===== src/rtl/ex_div_if.sv =====
// Divider request/response bundle between the EX stage (master) and the divider (slave).
interface ex_div_if;
    logic        signed_div_i;
    logic [31:0] opdata1_i;
    logic [31:0] opdata2_i;
    logic        start_i;
    logic        annul_i;
    logic [63:0] result_o;
    logic        ready_o;

    modport master (
        output signed_div_i, opdata1_i, opdata2_i, start_i, annul_i,
        input  result_o, ready_o
    );

    modport slave (
        input  signed_div_i, opdata1_i, opdata2_i, start_i, annul_i,
        output result_o, ready_o
    );
endinterface


===== src/rtl/ex_div.sv =====
// 32-cycle restoring divider for DIV/DIVU; result is {remainder, quotient}.
module ex_div (
    input logic     clk,
    input logic     rst,
    ex_div_if.slave bus
);
    typedef enum logic [1:0] {FREE, BYZERO, ON, END} state_e;

    state_e      state_q, state_d;
    logic [5:0]  cnt_q, cnt_d;
    logic [64:0] work_q, work_d;
    logic [31:0] divisor_q, divisor_d;
    logic        neg_quo_q, neg_quo_d;
    logic        neg_rem_q, neg_rem_d;

    logic        accept;
    logic [31:0] mag1, mag2;
    logic        trial_ge;
    logic [31:0] trial;
    logic [31:0] quo_fix, rem_fix;

    assign accept = bus.start_i && !bus.annul_i;
    assign mag1 = (bus.signed_div_i && bus.opdata1_i[31]) ? (32'd0 - bus.opdata1_i) : bus.opdata1_i;
    assign mag2 = (bus.signed_div_i && bus.opdata2_i[31]) ? (32'd0 - bus.opdata2_i) : bus.opdata2_i;

    // Partial remainder is 33 bits wide; bit 64 set means it already exceeds any divisor.
    assign trial_ge = work_q[64] || (work_q[63:32] >= divisor_q);
    assign trial    = work_q[63:32] - divisor_q;
    assign quo_fix  = neg_quo_q ? (32'd0 - work_q[31:0])  : work_q[31:0];
    assign rem_fix  = neg_rem_q ? (32'd0 - work_q[64:33]) : work_q[64:33];

    always_ff @(posedge clk or posedge rst) begin
        if (rst) state_q <= FREE;
        else     state_q <= state_d;
    end

    always_comb begin
        state_d = state_q;
        case (state_q)
            FREE:    if (accept) state_d = (bus.opdata2_i == 32'd0) ? BYZERO : ON;
            BYZERO:  state_d = END;
            ON:      if (bus.annul_i) state_d = FREE;
                     else if (cnt_q == 6'd32) state_d = END;
            END:     if (!bus.start_i) state_d = FREE;
            default: state_d = FREE;
        endcase
    end

    always_comb begin
        bus.ready_o  = (state_q == END);
        bus.result_o = (state_q == END) ? {work_q[64:33], work_q[31:0]} : '0;
    end

    always_ff @(posedge clk or posedge rst) begin
        if (rst) begin
            cnt_q     <= '0;
            work_q    <= '0;
            divisor_q <= '0;
            neg_quo_q <= 1'b0;
            neg_rem_q <= 1'b0;
        end else begin
            cnt_q     <= cnt_d;
            work_q    <= work_d;
            divisor_q <= divisor_d;
            neg_quo_q <= neg_quo_d;
            neg_rem_q <= neg_rem_d;
        end
    end

    // Layout of work: [64:33] remainder, [32:1] shifted dividend/quotient, [0] new quotient bit.
    always_comb begin
        cnt_d     = cnt_q;
        work_d    = work_q;
        divisor_d = divisor_q;
        neg_quo_d = neg_quo_q;
        neg_rem_d = neg_rem_q;
        case (state_q)
            FREE: begin
                if (accept && bus.opdata2_i != 32'd0) begin
                    cnt_d     = '0;
                    work_d    = {32'd0, mag1, 1'b0};
                    divisor_d = mag2;
                    neg_quo_d = bus.signed_div_i && (bus.opdata1_i[31] ^ bus.opdata2_i[31]);
                    neg_rem_d = bus.signed_div_i && bus.opdata1_i[31];
                end
            end
            BYZERO: work_d = '0;
            ON: begin
                if (bus.annul_i) begin
                    cnt_d  = '0;
                    work_d = '0;
                end else if (cnt_q < 6'd32) begin
                    cnt_d = cnt_q + 6'd1;
                    if (trial_ge) work_d = {trial, work_q[31:0], 1'b1};
                    else          work_d = {work_q[63:0], 1'b0};
                end else begin
                    work_d = {rem_fix, 1'b0, quo_fix};
                end
            end
            default: ;
        endcase
    end
endmodule


===== src/flat_wrapper.sv =====
// flat-port wrapper written by rule: the top's interface ports become plain ports
module ex_div_flat 
  (clk, rst, bus_signed_div_i, bus_opdata1_i, bus_opdata2_i, bus_start_i, bus_annul_i, bus_result_o, bus_ready_o);
  ex_div_if bus_i ();
  input logic clk;
  input logic rst;
  input wire logic [$bits(bus_i.signed_div_i)-1:0] bus_signed_div_i;
  input wire logic [$bits(bus_i.opdata1_i)-1:0] bus_opdata1_i;
  input wire logic [$bits(bus_i.opdata2_i)-1:0] bus_opdata2_i;
  input wire logic [$bits(bus_i.start_i)-1:0] bus_start_i;
  input wire logic [$bits(bus_i.annul_i)-1:0] bus_annul_i;
  output wire logic [$bits(bus_i.result_o)-1:0] bus_result_o;
  output wire logic [$bits(bus_i.ready_o)-1:0] bus_ready_o;
  assign bus_i.signed_div_i = bus_signed_div_i;
  assign bus_i.opdata1_i = bus_opdata1_i;
  assign bus_i.opdata2_i = bus_opdata2_i;
  assign bus_i.start_i = bus_start_i;
  assign bus_i.annul_i = bus_annul_i;
  assign bus_result_o = bus_i.result_o;
  assign bus_ready_o = bus_i.ready_o;
  ex_div u_core (.clk(clk), .rst(rst), .bus(bus_i));
endmodule

===== config.mk =====
export PLATFORM = sky130hd
export DESIGN_NAME = ex_div_flat
export DESIGN_NICKNAME = d
export VERILOG_FILES = /design/src/rtl/ex_div_if.sv /design/src/rtl/ex_div.sv /design/src/flat_wrapper.sv
export SDC_FILE = /design/constraint.sdc
export NUM_CORES = 1
export LEC_CHECK = 0
export BUFFER_PORTS_ARGS = -buffer_cell sky130_fd_sc_hd__buf_2
export CAP_MARGIN = 20
export CORE_MARGIN = 2
export CORE_UTILIZATION = 40
export DETAILED_ROUTE_END_ITERATION = 12
export PLACE_DENSITY = 0.66
export SYNTH_ARGS = -nofsm -noshare
export SYNTH_HDL_FRONTEND = slang
export SYNTH_SLANG_ARGS = --single-unit

===== constraint.sdc =====
create_clock -name clk -period 5.3 [get_ports clk]
set_input_delay 1.06 -clock clk [delete_from_list [all_inputs] [get_ports clk]]
set_output_delay 1.06 -clock clk [all_outputs]
set_load 0.03 [all_outputs]

======== After elaboration in Yosys (flattened, before gate mapping) ========
Cells that the tools add are included.
storage, ports and cells
  input port bits ......................... 69
  register bits after elaboration ......... 107
  output and inout port bits .............. 65
  logic and storage cells ................. 66
cells by class
  add/sub/neg operators ................... 6
  equality and inequality tests ........... 11
  reduce and logical (&&, ||, !) cells .... 18
  bitwise gates (word level) .............. 1
  order comparisons ....................... 2
  muxes and demuxes ....................... 20
operator list
  kind                                                                  count
  65-bit 2-to-1 mux                                                     4
  65-bit one-hot mux with 3 select lines                                1
  32-bit 2-to-1 mux                                                     4
  1-bit by 32-bit subtractor with 32-bit output (first input constant)  4
  64-bit 2-to-1 mux                                                     1
  32-bit greater-or-equal comparator                                    1
  32-bit logical NOT                                                    1
  32-bit nonzero test                                                   1
  32-bit subtractor                                                     1
  6-bit 2-to-1 mux                                                      3
  6-bit one-hot mux with 2 select lines                                 1
  3-bit AND reduction                                                   4
  2-bit 2-to-1 mux                                                      5
  4-bit by 2-bit != test with 1-bit output (second input constant)      2
  2-bit one-hot mux with 4 select lines                                 1
  6-bit by 1-bit adder with 6-bit output (second input constant)        1
  6-bit == test (second input constant)                                 1
  6-bit < comparator (second input constant)                            1
  3-bit by 2-bit != test with 1-bit output (second input constant)      2
  1-bit logical AND                                                     5
  2-bit == test (second input constant)                                 2
  2-bit by 1-bit != test with 1-bit output (second input constant)      2
  2-bit AND reduction                                                   2
  3-bit nonzero test                                                    1
  other kinds (7)                                                       7

======== Logic depth before layout (Yosys ltp) ========
  depth after elaboration ................. 6
  mapped depth ............................ 13
  gate-level depth less buffers ........... 11

======== Worst setup path after synthesis ========
Ideal clock, no wire load.
  path type ............................... input port to flip-flop
  start ................................... input port bus_opdata2_i[6]
  end ..................................... register u_core.work_q[61]
  data required time ...................... 5.169 ns
  arrival ................................. 3.070 ns
  stages .................................. 8
  path buffers ............................ 0
  slack ................................... 2.099 ns
  setup time .............................. 0.131 ns
  cell sequence ........................... or4_4 > nor4_4 > nand4_4 > o211ai_2 > nor2_2 > and2_4 > a221oi_2 > o31ai_1
on the way
  cells in the longest elaborated chain, start to end .. 4
RTL lines
  what                                                       RTL line           RTL
  from (decl)                                                flat_wrapper.sv:9  input wire logic [$bits(bus_i.opdata2_i)-1:0] bus_opdata2_i;
  32-bit nonzero test                                        ex_div.sv:79       if (accept && bus.opdata2_i != 32'd0) begin
  1-bit logical AND                                          ex_div.sv:79
  2-bit by 1-bit != test with 1-bit output (no source line)  --
  3-bit AND reduction (no source line)                       --
  to (signal assigned)                                       ex_div.sv:63       work_q <= work_d;
  to (decl)                                                  ex_div.sv:11       logic [64:0] work_q, work_d;
Every way passes these cells.
A chain may end at the register's enable or synchronous reset.

======== Final worst setup path ========
  start ................................... input port bus_opdata2_i[4]
  end ..................................... register u_core.work_q[61]
Same word-level chain as after synthesis.

==> qor.txt <==
CP Class: in2reg
Final Cycle Share: 74.47%
Met2 routed WL: 14.03 mm
Leak: 5.099 nW
Diode count: 0
Routed length per instance: 17.52 microns
Maximum fanout along the worst path: 19
Layout cells sized above 1: 14.30%
Post-Synth Simple-Gate Area: 26.49%
R2r worst-path depth: 10
Site Rows: 58
Syn Nets: 1432
Synthesis-to-finish area growth: 11.85%
Nets: 1520
Die H: 163.4 microns
Total wire length: 30.53 mm
Post-synth ARST share: 100.0%
Worst-margin pin slew: 0.9962 ns
Number of synthesized flops with an enable pin: 0
Dominant cells by area after synthesis: dfrtp_1, a21oi_1, o21ai_0
Tmin final: 3.947 ns
Worst setup startpoint: bus_opdata2_i[4]
Largest net degree at the start of global routing: 80
Die X: 163.4 microns
#FFs+latches synth: 107
Post-Syn Area per Cell: 7.702 sq um
# fillers: 2583
Routed met1 length: 13.74 mm
Fmax: 253.4 MHz
Max cap viols: 0
Setup violators final: 0
Top layer in use: met4
Total GRT Usage: 23.03%
Clk buf depth: 2
Metal3 WL: 2.037 mm
DRT Pass-1 Iters: 6
Worst vdd ir: 0.2324 mV
Initial antenna violation count: 0
Resize count post-CTS: 0
Synth Instances: 1320
Setup ws final: 1.353 ns
CTS tree: yes
Number of setup buffers added after CTS: 0
Yosys top cell by area: dfrtp_1
Top-area cell type share of the netlist area: 26.34%
Arr. time, crit path: 4.19 ns
Worst-path clk slew: 0.08 ns
# port buffers: 133
Slew Limit Fails: 0
DP Wirelength: 22.47 mm
Status: finished, final reports clean
Hold WC Path Type: reg2reg
# clock sinks: 107
Dpl ws: 1.020 ns
Initial cell density of the core: 40.60%
Post-Layout Cell Count: 1743
Grt ovf: 0
TritonCTS Buffers: 9
Skew final: 0.01426 ns
Main combinational cell family by area after synthesis: compound AO/OA/AOI/OAI gates
WHS Path Cells: 2
Cell Count Post-Placement: 1726
Vias in the first global route: 9394
IO Count: 134
Reg2reg start: u_core.work_q[41]$_DFFE_PP0P_
Seq/Total Area, Yosys: 26.34%
Setup crit start kind: primary input
DRC errors left: 0
Complex-gate fraction of the synthesized area: 27.45%
Commonest cells after routing, fill and taps aside: buf_2, a21oi_1, o21ai_0
Post-synthesis mux area share: 2.068%
Syn. warnings: 0
Root Buffer: clkbuf_16
Post-route ant nets: 0
CTS hold repair buffers: 0
Netlist area before placement: 10170 sq um
Critical hold path startpoint: u_core.divisor_q[18]$_DFFE_PP0P_
RSZ-0062 raised after global routing: no
Hold Fails Final Rpt: 0
Relative slew slack: 32.88%
Via Count: 10200
H-tree depth: 3
Die area: 26710 sq um
First-pass GRT wire length: 49.26 mm
Power Dens Cells: 387.8 nW/um^2
Core area: 25040 sq um
Post-DR vias/cell: 5.852
GP Congestion: 0.9376
1st-iter DRT viols: 987
Commonest non-fill, non-tap cell in the layout: buf_2
Setup total negative slack: 0 ns
Worst endpoint required time: 5.55 ns
Post-synthesis adder-cell area fraction: 5.366%
Ys flop type: dfrtp_1
Xor/xnor share of the synthesized area: 7.237%
CP endpoint kind: register
Library cells used by synthesis: 85
Worst skew pair latency: 0.37 ns
## cells in the mapped netlist, types with 11 or more instances
| library cell | number |
|---|---|
| a21oi_1 | 120 |
| o21ai_0 | 113 |
| dfrtp_1 | 107 |
| nand2_1 | 106 |
| nor2_1 | 101 |
| and2_1 | 70 |
| inv_1 | 56 |
| nor3_1 | 53 |
| clkbuf_1 | 50 |
| xnor2_1 | 44 |
| ha_1 | 42 |
| xor2_1 | 40 |
| a21o_1 | 23 |
| nand3_1 | 22 |
| mux2i_1 | 21 |
| o31ai_1 | 21 |
| or3_1 | 19 |
| nand2b_1 | 18 |
| nor4_1 | 18 |
| o21ai_1 | 16 |
| a31oi_1 | 15 |
| buf_2 | 15 |
| a22o_1 | 14 |
| a22oi_1 | 14 |
| o22ai_1 | 14 |
| a211oi_1 | 13 |
| o21a_1 | 11 |
## metal layers
layer | GRT usage [%] | up-vias
met2 | 37.55 | 384
met4 | 7.683 | 0
met1 | 32.09 | 4757
li1 | - | 5014
met3 | 2.006 | 45
met5 | 0 | -
## flip-flops by register name (all words and copies together) (netlist names)
register          cells
u_core.work_q        65
u_core.divisor_q     32
u_core.cnt_q          6
u_core.state_q        2
u_core.neg_quo_q      1
u_core.neg_rem_q      1
## stage by stage
stage          utilization [%]  hold WS [ns]  instance area, sq um  power [mW]
6_report                 45.42        0.4836                 11370       4.409
5_1_grt                  45.42        0.5078                 11370       4.791
4_1_cts                  45.31        0.4866                 11340       4.415
3_5_place_dp             44.23        0.4704                 11070       3.744
3_3_place_gp             44.23        0.4620                 11070       3.685
2_1_floorplan                -        0.4498                 10170       3.133
## power by group
part	internal (mW)	total (mW)	switching, mW
logic	0.906	2.40	1.49
clock network	0.322	0.661	0.339
registers	1.07	1.35	0.281
## critical path, stage by stage
cell and delay, ns:
buf_2 0.13, or4_4 0.55, nor4_4 0.48, nand4_4 0.29, o21ai_4 0.53, nand2b_1 0.71
nor3_1 0.14, a221oi_2 0.20, o31ai_1 0.10
## area by class of cell
cell class / count / area [sq um] / share of cell area, %
clock inverters: 5 / 37.54 / 0.3301
multi-input cells: 1085 / 6994 / 61.51
well taps: 330 / 412.9 / 3.631
flip-flops and latches: 107 / 2679 / 23.56
repair buffers: 148 / 798.3 / 7.020
inverters: 57 / 216.5 / 1.904
clock buffers: 11 / 232.7 / 2.047
## logic make-up (layout without fill, tap and decap cells)
logic type	count (synthesis)	in the layout
AOI/OAI and AO/OA	442	442
xor gates and xnor gates	84	84
adders and majority gates	43	43
buffers and inverters	128	221
DFF	107	107
muxes	21	21
and+or+nand+nor	495	495
## final timing paths
path	end	slack, ns
setup / recovery	u_core.work_q[61]$_DFFE_PP0P_	1.35
hold / removal	u_core.divisor_q[18]$_DFFE_PP0P_	0.48
setup reg to reg	u_core.work_q[58]$_DFFE_PP0P_	1.55
hold reg to reg	u_core.divisor_q[18]$_DFFE_PP0P_	0.48
max in group asynchronous	u_core.work_q[53]$_DFFE_PP0P_	3.59
min in group asynchronous	u_core.cnt_q[2]$_DFFE_PP0P_	0.63
Note: power is estimated with default switching activity, not from simulation.
